[src/rtl/uart_pkg.sv]
// Shared types and helpers for the UART TX requester arbiter.
package uart_pkg;

  localparam int unsigned CNT_W = 8;

  // Arbiter FSM: IDLE picks an owner, OWN forwards that owner's bytes.
  typedef enum logic [0:0] {
    IDLE = 1'b0,
    OWN  = 1'b1
  } state_e;

  // Round-robin pick over up to 8 requesters: first set bit of req at or
  // above ptr, wrapping modulo n. Returns ptr when nothing is requesting.
  function automatic logic [2:0] rr_pick(input logic [7:0] req,
                                         input logic [2:0] ptr,
                                         input int unsigned n);
    logic [2:0]  pick;
    logic        found;
    logic [2:0]  cand;
    int unsigned c;
    pick  = ptr;
    found = 1'b0;
    for (int unsigned i = 0; i < 8; i++) begin
      if (i < n) begin
        c    = (32'(ptr) + i) % n;
        cand = 3'(c);
        if (!found && req[cand]) begin
          pick  = cand;
          found = 1'b1;
        end
      end
    end
    return pick;
  endfunction

endpackage

[src/rtl/rr_arbiter_core.sv]
// Combinational round-robin priority pick, shared by TX arbiter and RX dispatcher.
module rr_arbiter_core
  import uart_pkg::*;
#(
  parameter int unsigned NUM_REQ = 4,
  parameter int unsigned ID_W    = 2
) (
  input  logic [NUM_REQ-1:0] req_i,
  input  logic [ID_W-1:0]    ptr_i,
  output logic [ID_W-1:0]    idx_o,
  output logic               any_o
);

  logic [7:0] req_ext;
  logic [2:0] ptr_ext;

  // Widen to the helper's fixed 8-way width and pick from ptr upward.
  always_comb begin
    req_ext                = '0;
    req_ext[NUM_REQ-1:0]   = req_i;
    ptr_ext                = 3'(ptr_i);
    idx_o                  = ID_W'(rr_pick(req_ext, ptr_ext, NUM_REQ));
    any_o                  = |req_i;
  end

endmodule

[src/rtl/uart_tx_arbiter.sv]
// Frame-locking round-robin arbiter sharing one UART TX parallel port.
module uart_tx_arbiter
  import uart_pkg::*;
#(
  parameter int unsigned NUM_REQ      = 4,
  parameter int unsigned ID_W         = 2,
  parameter int unsigned MAX_BURST    = 16,
  parameter int unsigned IDLE_TIMEOUT = 32
) (
  input  logic                 pclk_i,
  input  logic                 prst_n_i,
  input  logic [NUM_REQ-1:0]   req_valid_i,
  input  logic [NUM_REQ*8-1:0] req_data_i,
  input  logic [NUM_REQ-1:0]   req_last_i,
  output logic [NUM_REQ-1:0]   req_ready_o,
  output logic [7:0]           tx_pdata_o,
  output logic                 tx_pdata_valid_o,
  input  logic                 tx_pready_i,
  output logic [ID_W-1:0]      gnt_id_o,
  output logic                 busy_o,
  output logic                 forced_rel_o
);

  state_e           state_q, state_d;
  logic [ID_W-1:0]  gnt_q, gnt_d;
  logic [ID_W-1:0]  rr_ptr_q, rr_ptr_d;
  logic [CNT_W-1:0] burst_cnt_q, burst_cnt_d;
  logic [CNT_W-1:0] idle_cnt_q, idle_cnt_d;
  logic             busy_q, busy_d;
  logic             forced_q, forced_d;

  logic [7:0]       req_bytes [NUM_REQ];
  logic [ID_W-1:0]  pick_idx;
  logic             pick_any;
  logic             own_valid;
  logic             own_last;
  logic             xfer;
  logic             release_now;
  logic [CNT_W-1:0] burst_inc;
  logic [CNT_W-1:0] idle_inc;

  rr_arbiter_core #(
    .NUM_REQ (NUM_REQ),
    .ID_W    (ID_W)
  ) u_rr (
    .req_i (req_valid_i),
    .ptr_i (rr_ptr_q),
    .idx_o (pick_idx),
    .any_o (pick_any)
  );

  // Unflatten the requester byte lanes for owner muxing.
  always_comb begin
    for (int k = 0; k < NUM_REQ; k++) begin
      req_bytes[k] = req_data_i[8*k +: 8];
    end
  end

  // Next-state, counters and the owner pass-through mux.
  always_comb begin
    state_d          = state_q;
    gnt_d            = gnt_q;
    rr_ptr_d         = rr_ptr_q;
    burst_cnt_d      = burst_cnt_q;
    idle_cnt_d       = idle_cnt_q;
    forced_d         = 1'b0;
    tx_pdata_o       = '0;
    tx_pdata_valid_o = 1'b0;
    req_ready_o      = '0;
    release_now      = 1'b0;
    own_valid        = req_valid_i[gnt_q];
    own_last         = req_last_i[gnt_q];
    xfer             = 1'b0;
    burst_inc        = burst_cnt_q + CNT_W'(1);
    idle_inc         = idle_cnt_q + CNT_W'(1);

    case (state_q)
      IDLE: begin
        if (pick_any) begin
          gnt_d       = pick_idx;
          burst_cnt_d = '0;
          idle_cnt_d  = '0;
          state_d     = OWN;
        end
      end
      OWN: begin
        tx_pdata_o          = req_bytes[gnt_q];
        tx_pdata_valid_o    = own_valid;
        req_ready_o[gnt_q]  = tx_pready_i;
        xfer                = own_valid && tx_pready_i;
        if (xfer) begin
          burst_cnt_d = burst_inc;
          idle_cnt_d  = '0;
          if (own_last) begin
            release_now = 1'b1;
          end else if (burst_inc == CNT_W'(MAX_BURST)) begin
            release_now = 1'b1;
            forced_d    = 1'b1;
          end
        end else if (!own_valid) begin
          idle_cnt_d = idle_inc;
          if (idle_inc == CNT_W'(IDLE_TIMEOUT)) begin
            release_now = 1'b1;
            forced_d    = 1'b1;
          end
        end
        if (release_now) begin
          state_d  = IDLE;
          rr_ptr_d = (gnt_q == ID_W'(NUM_REQ - 1)) ? '0 : gnt_q + ID_W'(1);
        end
      end
      default: state_d = IDLE;
    endcase

    busy_d = (state_d == OWN);
  end

  // State and registered status outputs.
  always_ff @(posedge pclk_i or negedge prst_n_i) begin
    if (!prst_n_i) begin
      state_q     <= IDLE;
      gnt_q       <= '0;
      rr_ptr_q    <= '0;
      burst_cnt_q <= '0;
      idle_cnt_q  <= '0;
      busy_q      <= 1'b0;
      forced_q    <= 1'b0;
    end else begin
      state_q     <= state_d;
      gnt_q       <= gnt_d;
      rr_ptr_q    <= rr_ptr_d;
      burst_cnt_q <= burst_cnt_d;
      idle_cnt_q  <= idle_cnt_d;
      busy_q      <= busy_d;
      forced_q    <= forced_d;
    end
  end

  assign gnt_id_o     = gnt_q;
  assign busy_o       = busy_q;
  assign forced_rel_o = forced_q;

endmodule

[config.mk]
export PLATFORM = sky130hd
export DESIGN_NAME = uart_tx_arbiter
export DESIGN_NICKNAME = d
export VERILOG_FILES = /design/src/rtl/uart_pkg.sv /design/src/rtl/rr_arbiter_core.sv /design/src/rtl/uart_tx_arbiter.sv
export SDC_FILE = /design/constraint.sdc
export NUM_CORES = 1
export LEC_CHECK = 0
export ABC_AREA = 1
export ABC_CLOCK_PERIOD_IN_PS = 1690
export BUFFER_PORTS_ARGS = -buffer_cell sky130_fd_sc_hd__buf_2
export CAP_MARGIN = 20
export CORE_UTILIZATION = 47
export DETAILED_ROUTE_END_ITERATION = 10
export GPL_TIMING_DRIVEN = 1
export PLACE_DENSITY = 0.89
export SYNTH_ARGS = -nofsm -noshare
export SYNTH_HDL_FRONTEND = slang
export SYNTH_HIERARCHICAL = 1
export SYNTH_SLANG_ARGS = --single-unit
export TNS_END_PERCENT = 10
[constraint.sdc]
create_clock -name pclk_i -period 1.69 [get_ports pclk_i]
set_clock_uncertainty 0.15 [all_clocks]
set_input_delay 0 -clock pclk_i [delete_from_list [all_inputs] [get_ports pclk_i]]
set_output_delay 0 -clock pclk_i [all_outputs]
set_load 0.01 [all_outputs]
==> impl.org, run 1 <==
** Floorplan
- Floorplan Core Area :: 4030 µm²
- From left edge to right edge, the die measures 67.2 µm.
- The die is 67.2 µm tall.
- The die covers 4520 µm².
- Num rows :: 23
- Count of pins on the block boundary :: 60
- Once the floorplan was initialized, standard cells occupied 49.6% of the core.

** Global route
- GRT overflow :: 0
- GRT met1 Usage :: 30.5%
- Top Usage Layer GRT :: met2
- For this run, global-route usage on met2 was measured as 42.0%.
- In the global route stage, met3 resource usage came out at 3.89%.
- Antenna violations before repair :: 0
- The number of global-route vias before repair came to 1,946.
- Global-route total usage across every layer :: 24.2%
- The first global-routing pass estimated 8.35 mm of wire.
- Maximum number of pins on one net before global-route repair :: 23

** Route
- In the routed layout, each cell is associated on average with a via count of 5.02.
- Vias post-DR :: 2,284
- Post-detailed-route wirelength per cell :: 11.7 µm
- The routed design has 5.30 mm of wire.
- For this run, the detailed router's first-pass iteration total came to 4.
- Detailed router's first-iteration violation count :: 158
- For this run, design rule violations remaining after detail routing come to 0.
- The detail route stage leaves a number of antenna-violating nets equal to 0.

** Synthesis
- For this run, the register share of the synthesized area comes to 27.6%.
- Number of different library cells in the post-synthesis netlist :: 29
- Flip-flop and latch count after synthesis :: 22
- Counting every instance in the synthesized netlist gives 327.
- Synth Flop Type :: sky130_fd_sc_hd__dfrtp_1
- Synth Net Count :: 378
- The cell area that synthesis handed to floorplanning was 2000 µm².
- Yosys instantiated no cell more often than sky130_fd_sc_hd__nand2_1.
- Count of flip-flops with a built-in enable after synthesis :: 0
- Fraction of registers with async set/reset :: 100%
- The synthesized design devotes to its leading area cell type 27.6% of total area.
- A synthesized cell averages 6.11 µm².
- The synthesized design spends more area on one cell type than any other, namely sky130_fd_sc_hd__dfrtp_1.
- The Yosys step of the flow raised 6 warnings.
- Cell types with the largest area share after synthesis :: sky130_fd_sc_hd__dfrtp_1, sky130_fd_sc_hd__nand2_1, sky130_fd_sc_hd__nor2_1
- Synth cell count leaders :: sky130_fd_sc_hd__nand2_1, sky130_fd_sc_hd__nor2_1, sky130_fd_sc_hd__inv_1, sky130_fd_sc_hd__o21ai_0, sky130_fd_sc_hd__nand3_1

** Setup path
- Buffering stage count on the worst path with inverters included :: 0
- In this design, the stage delay of the slowest critical-path cell is 0.41 ns.
- Critical register-to-register path endpoint :: rr_ptr_q[1]
- Among cell families on the critical path, the largest total delay comes from simple AND/OR/NAND/NOR gates.
- By startpoint and endpoint, the worst setup path is classified as reg -> reg.
- In this run the critical register-to-register path is launched from idle_cnt_q[1].
- Worst Path Required :: 1.70 ns
- The critical path starts at idle_cnt_q[1].
- In this design, the critical path's most frequently occurring cell is sky130_fd_sc_hd__nand2_1.
- Cell chain of the critical path :: ha_4 -> nand2_1 -> nand2_1 -> nand2_1 -> nor2_1 -> nand3_2 -> o21bai_4 -> nand2_2 -> nand2_1 -> nand2_1
- Register-to-Register Path Depth :: 10
- STA classifies the critical path endpoint as a flop.
- Number of cells on the critical path :: 10
- STA classifies the critical path startpoint as a flop.
- The most critical setup path has its endpoint at rr_ptr_q[1].
- The slowest stage of the critical path belongs to the cell sky130_fd_sc_hd__dfrtp_1.
- Worst EP arrival :: 1.75 ns
- Across all register-to-register paths, the minimum setup slack is -0.05 ns.
- Along the worst path, the maximum fanout reaches 5.

** Finish
- Filler cells :: 357
- In the final layout, the share of cells above drive strength 1 is 29.4%.
- Layout Utilization :: 65.0%
- Number of nets in the layout :: 457
- Number of antenna diodes :: 0
- Area added between synthesis and finish :: 31.0%

** Timing
- At the pin with the least slew margin, the transition time is 0.487 ns.
- Number of setup violations in the final report :: 2
- Timing would allow up to 576 MHz.
- The final count of pins violating max slew was 0.
- The final critical path takes up 103% of the cycle.
- Time the final worst path needs with I/O delays and setup :: 1.74 ns
- Total negative setup slack :: -0.0870 ns
- Measured against its own limit, the worst slew margin works out to 67.5%.
- In the post-route analysis, the smallest setup slack over all paths is -0.0472 ns.
- The final hold violation count was 0.
- Setup repair after global routing missed its margin :: yes

** Place
- During placement, the flow inserted port buffers numbering 59.
- Routability-driven placement congestion ratio :: 0.882
- The HPWL after detailed placement is 3.86 mm.

** Clock network
- Clock latency on the worst-skew pair :: 0.27 ns
- Clk root buf :: sky130_fd_sc_hd__clkbuf_8
- CTS built an H-tree with a depth of 1.
- Clock tree buffer depth :: 2
- Post-CTS clock slew at the launch and capture registers of the worst setup and hold paths :: 0.09 ns
- Clock sinks :: 22
- TritonCTS built the clock tree.
- CTS Buf Count :: 3

** Power and ir drop
- VDD sags by at most 0.908 mV.
- In this run the power density over the cells is 1580 nW/µm².
- For this design the static power due to leakage is 1.40 nW.

** Outcome
- Failing checks :: negative setup slack
- Status :: finished, violations left

** Worst hold path
- The path class of the tightest hold or removal check is in -> async.

** Flow run
- Max-capacitance violation count :: 0
## report_power, final
group	total (W)	internal, W	switching [W]
logic	0.00276	0.00110	0.00166
registers	0.000867	0.000682	0.000185
clock network	0.000501	0.000317	0.000184
total	0.00413	0.00210	0.00203
## flip-flops by register name (all words and copies together), names as in the netlist
register / flops
burst_cnt_q: 8
idle_cnt_q: 8
gnt_id_o: 2
rr_ptr_q: 2
busy_o: 1
forced_rel_o: 1
## area by class of cell
class	count	area, µm²	area share (%)
clock buffers	3	41.3	1.58
clock inverters	1	30.0	1.15
inverters	46	178	6.79
multi-input cells	252	1280	49.0
flip-flops and latches	22	553	21.1
well taps	50	62.6	2.39
repair buffers	81	469	17.9
## repair_timing
action	4_1_cts	5_1_grt
hold endpoints to repair	23	0
gates cloned	0	0
hold buffers	2	0
buffers inserted	0	2
resized for setup	9	13
setup endpoints to repair	4	21
pin swaps	3	4
## kinds of logic (layout without fill, tap and decap cells)
| group | count (synthesis) | count (layout) | share of synthesized area (%) |
|---|---|---|---|
| adders and majority gates | 8 | 8 | 5.01 |
| AOI/OAI and AO/OA | 53 | 53 | 14.6 |
| DFF | 22 | 22 | 27.6 |
| buffers and inverters | 53 | 131 | 11.0 |
| and+or+nand+nor | 189 | 189 | 41.0 |
| xor gates and xnor gates | 2 | 2 | 0.877 |
## placed cells by master, fill, tap and decap left out, types with 4 or more instances in the layout
| master | synthesis | layout |
|---|---|---|
| sky130_fd_sc_hd__nand2_1 | 91 | 89 |
| sky130_fd_sc_hd__buf_2 | 3 | 59 |
| sky130_fd_sc_hd__nor2_1 | 56 | 53 |
| sky130_fd_sc_hd__inv_1 | 39 | 38 |
| sky130_fd_sc_hd__o21ai_0 | 32 | 30 |
| sky130_fd_sc_hd__nand3_1 | 23 | 20 |
| sky130_fd_sc_hd__dfrtp_1 | 22 | 20 |
| sky130_fd_sc_hd__buf_4 | 1 | 19 |
| sky130_fd_sc_hd__nand2_2 | 9 | 11 |
| sky130_fd_sc_hd__a21oi_1 | 10 | 10 |
| sky130_fd_sc_hd__inv_2 | 5 | 7 |
| sky130_fd_sc_hd__ha_1 | 8 | 6 |
| sky130_fd_sc_hd__o21ai_1 | 3 | 5 |
| sky130_fd_sc_hd__o22ai_1 | 5 | 5 |
| sky130_fd_sc_hd__nand4_1 | 4 | 4 |
## routing by layer
| metal | vias up | part of all wire (%) |
|---|---|---|
| li1 | 1190 | - |
| met1 | 1034 | 43 |
| met2 | 49 | 51 |
| met3 | 11 | 4.1 |
| met4 | 0 | 1.8 |
| met5 | - | 0 |
## worst register-to-register path, stage by stage, from the launching register on
cell and delay (ns):
sky130_fd_sc_hd__dfrtp_1 0.41, sky130_fd_sc_hd__ha_4 0.17, sky130_fd_sc_hd__nand2_1 0.09, sky130_fd_sc_hd__nand2_1 0.11, sky130_fd_sc_hd__nand2_1 0.05, sky130_fd_sc_hd__nor2_1 0.14
sky130_fd_sc_hd__nand3_2 0.10, sky130_fd_sc_hd__o21bai_4 0.21, sky130_fd_sc_hd__nand2_2 0.08, sky130_fd_sc_hd__nand2_1 0.07, sky130_fd_sc_hd__nand2_1 0.04
## worst min-delay path by stage
| stage | startpoint | endpoint | slack, ns | cells past startpoint |
|---|---|---|---|---|
| final | prst_n_i | idle_cnt_q[4] | 0.06 | 2 |
| after floorplan | prst_n_i | burst_cnt_q[0] | -0.45 | 0 |
| after detailed placement | prst_n_i | idle_cnt_q[4] | -0.16 | 1 |
| after global placement | prst_n_i | idle_cnt_q[4] | -0.15 | 1 |
| after global routing | req_valid_i[2] | busy_o | 0.12 | 5 |
| after CTS | req_valid_i[3] | busy_o | 0.06 | 5 |
## metrics by stage
stage	setup slack (ns)	hold slack, ns	cell area (µm²)	instances	power (W)
5_1_grt	-0.159	0.124	2620	455	0.00452
4_1_cts	-0.00604	0.0627	2570	453	0.00403
6_report	-0.0472	0.0624	2620	455	0.00413
3_5_place_dp	-0.0478	-0.156	2450	447	0.00347
3_3_place_gp	-0.0101	-0.155	2450	447	0.00341
2_1_floorplan	0.0314	-0.446	2000	327	0.00260
No activity file was read; power rests on OpenSTA's default activity.
==> inputs of run 2 (changes only) <==
--- a/config.mk
+++ b/config.mk
@@ -12,7 +12,7 @@
 export CORE_UTILIZATION = 47
 export DETAILED_ROUTE_END_ITERATION = 10
 export GPL_TIMING_DRIVEN = 1
-export PLACE_DENSITY = 0.89
+export PLACE_DENSITY = 0.77
 export SYNTH_ARGS = -nofsm -noshare
 export SYNTH_HDL_FRONTEND = slang
 export SYNTH_HIERARCHICAL = 1
==> run 2 against run 1 <==
The flow still finishes with violations (negative setup slack). Hold slack improved by 0.012 ns. Combinational power is 3% higher. Critical path depth rose by 2. Non-clock buffer count increased by 4.
==> impl.org, run 2 (synthesis gave the netlist of run 1 again) <==
** Floorplan
- Effective utilization at floorplan :: 49.6%
- In this run the standard cell core region covers 4030 µm².
- Total Die Area :: 4520 µm²
- In this run the count of I/O pins placed on the die edge is 60.
- Die Span X :: 67.2 µm
- The die is 67.2 µm tall.
- Num rows :: 23

** Power and ir drop
- Internal power comes to 0.00202 W.
- Register share of total power :: 22.6%
- Switching power :: 0.00207 W
- Proportion of power drawn by combinational gates :: 69.2%
- Power share of the clock group :: 8.2%
- In this run the power density over the cells is 1530 nW/µm².
- Pleak :: 1.41 nW
- The worst-case IR drop observed on VDD is 0.868 mV.
- The completed layout was analyzed and its total power is 0.00410 W.
- Switching part of the total power :: 50.7%

** Setup path
- In this design, the stage delay of the slowest critical-path cell is 0.43 ns.
- STA classifies the critical path endpoint as a flop.
- Traced cell by cell, the critical path runs through ha_4 -> nand2_2 -> inv_2 -> nand3_2 -> nand2_1 -> nand2_1 -> nor2_1 -> nand3_1 -> nand2_2 -> nand2_2 -> nand2_2 -> nand2_1.
- Worst EP arrival :: 1.83 ns
- Worst Path Required :: 1.71 ns
- The critical path is of the reg -> reg type.
- Counting stages on the worst path, the most repeated cell is sky130_fd_sc_hd__nand2_2.
- The number of buffers and inverters on the critical path is 1.
- The worst setup path is launched from a flop.
- CP top delay family :: simple AND/OR/NAND/NOR gates
- CP max-delay cell :: sky130_fd_sc_hd__dfrtp_1
- Crit Path Max Fanout :: 4

** Timing
- Derived from the worst setup path, the maximum achievable clock frequency is 550 MHz.
- The final hold violation count came to 0.
- Time the final worst path needs with I/O delays and setup :: 1.82 ns
- Setup repair after global routing could not meet its margin everywhere.
- The final count of pins violating max slew is 0.
- Relative slew slack :: 67.0%
- The worst path uses 108% of the clock period.
- For the pin with the worst max-slew slack, the measured transition is 0.494 ns.
- Number of setup violations in the final report :: 4
- Setup slack on the critical path of the routed design comes to -0.129 ns.
- Total negative setup slack :: -0.284 ns

** Clock network
- Clock latency on the worst-skew pair :: 0.26 ns
- Clock tree buffer depth :: 2
- CTS placed an instance of sky130_fd_sc_hd__clkbuf_8 at the clock tree root.
- CTS Buf Count :: 3
- In this run the number of H-tree levels came out at 1.
- After clock tree synthesis, the clock-pin slew on the worst setup and hold paths is 0.09 ns.
- CTS tree :: built
- Counting every sink on the clock net gives 22.

** Finish
- Area added between synthesis and finish :: 33.8%
- Of the cells placed in the final design, the portion with a size suffix greater than 1 is 31.9%.
- In the final layout, the registers with the most flip-flops are burst_cnt_q x8, idle_cnt_q x8.
- Most common cell after layout, fill and taps aside :: sky130_fd_sc_hd__nand2_1
- In the layout the commonest cells are sky130_fd_sc_hd__nand2_1, sky130_fd_sc_hd__buf_2, sky130_fd_sc_hd__nor2_1.
- Excluding fillers, the count of instances in the completed layout stands at 458.
- The net count of the finished layout is 461.
- 0 antenna diodes ended up in the layout.

** Place
- The HPWL after detailed placement is 3.97 mm.
- Timing analysis after detailed placement gives a worst setup slack of -0.0793 ns.
- Routability-driven placement congestion ratio :: 0.800
- Input and output buffers added on the ports amount to 59.
- Dpl cells :: 448

** Global route
- Entering global routing, the biggest net connects 23 pins.
- Summed over all layers, the global routing overflow is 0.
- The number of global-route vias before repair is 1,831.
- The number of antenna violations at the first check in global routing was 0.
- Global-route total usage across every layer :: 23.1%
- The first global-routing pass estimated 8.00 mm of wire.

** Outcome
- The run finished, with violations left.
- The final reports fail on negative setup slack.

** Route
- Vias post-DR :: 2,319
- Detailed router's first-iteration violation count :: 79
- Detailed-router iteration count before antenna repair :: 4
- DRC violations left :: 0
- Summed over all layers, the routed wires come to 5.31 mm.
- Detail-routed via count per cell :: 5.06
- Once detail routing completed, the nets flagged for antenna violations numbered 0.
- Post-detailed-route wirelength per cell :: 11.6 µm

** Worst hold path
- Worst Hold Class :: in -> async

** Flow run
- Max-capacitance violation count :: 0
-- run 2: cell count changes in the layout (fill, tap and decap cells not counted), moves of 2 or more --
cell | previous run | this run
sky130_fd_sc_hd__nor2_4 | 2 | 4
sky130_fd_sc_hd__nand2_1 | 89 | 87
sky130_fd_sc_hd__buf_4 | 19 | 22
sky130_fd_sc_hd__nor2_1 | 53 | 51
sky130_fd_sc_hd__nand3_2 | 3 | 5
sky130_fd_sc_hd__nand3_1 | 20 | 18
-- run 2: worst paths after layout --
check | start | end | slack [ns] | cells after the start
worst max register to register | burst_cnt_q[0] | rr_ptr_q[0] | -0.13 | 12
worst max-delay path | burst_cnt_q[0] | rr_ptr_q[0] | -0.13 | 12
worst min register to register | idle_cnt_q[7] | idle_cnt_q[7] | 0.41 | 2
worst min-delay path | prst_n_i | idle_cnt_q[7] | 0.07 | 2
min in group pclk_i | req_valid_i[2] | busy_o | 0.12 | 5
max in group asynchronous | prst_n_i | gnt_id_o[0] | 0.94 | 2
-- run 2: worst register-to-register path, delay by kind of cell (launching register included) --
| kind | cells | cell delay (ns) |
|---|---|---|
| adder cells (fa/ha/maj) | 1 | 0.20 |
| AND/OR/NAND/NOR | 10 | 0.86 |
| flip-flops | 1 | 0.43 |
| buffers and inverters | 1 | 0.09 |
-- run 2: layer usage --
layer	vias to the layer above	global-route usage, %	share of wire, %
met5	-	0	0
met4	0	5.32	1.6
met3	11	3.72	4.2
met2	56	39.5	50
met1	1052	30.2	44
li1	1200	-	-
-- run 2: power by group through the flow --
stage          clock, W  sequential (W)  combinational, W
2_1_floorplan         0        0.000859           0.00174
3_3_place_gp          0        0.000871           0.00257
3_5_place_dp          0        0.000877           0.00261
4_1_cts        0.000334        0.000874           0.00264
5_1_grt        0.000363        0.000956           0.00319
6_report       0.000335        0.000926           0.00283
-- run 2: timing repair --
item                                   4_1_cts  5_1_grt
setup endpoints to repair                    4       27
pin swaps                                    2       13
endpoints found under the hold margin       23        0
hold buffers                                 2        0
gates resized for setup                      8       27
setup buffers                                0        5
-- run 2: metrics by stage --
step	area [µm²]	utilization (%)	hold slack [ns]
after detailed placement	2460	61.0	-0.154
after floorplan	2000	-	-0.446
final	2670	66.4	0.0747
after global placement	2460	61.0	-0.155
after CTS	2540	63.1	0.0493
after global routing	2670	66.4	0.140
-- run 2: cell type report --
type | count | area (µm²)
clock buffers | 3 | 41.3
fillers | 365 | 1360
inverters | 46 | 180
multi-input cells | 252 | 1330
flip-flops and latches | 22 | 554
well taps | 50 | 62.6
repair buffers | 85 | 503
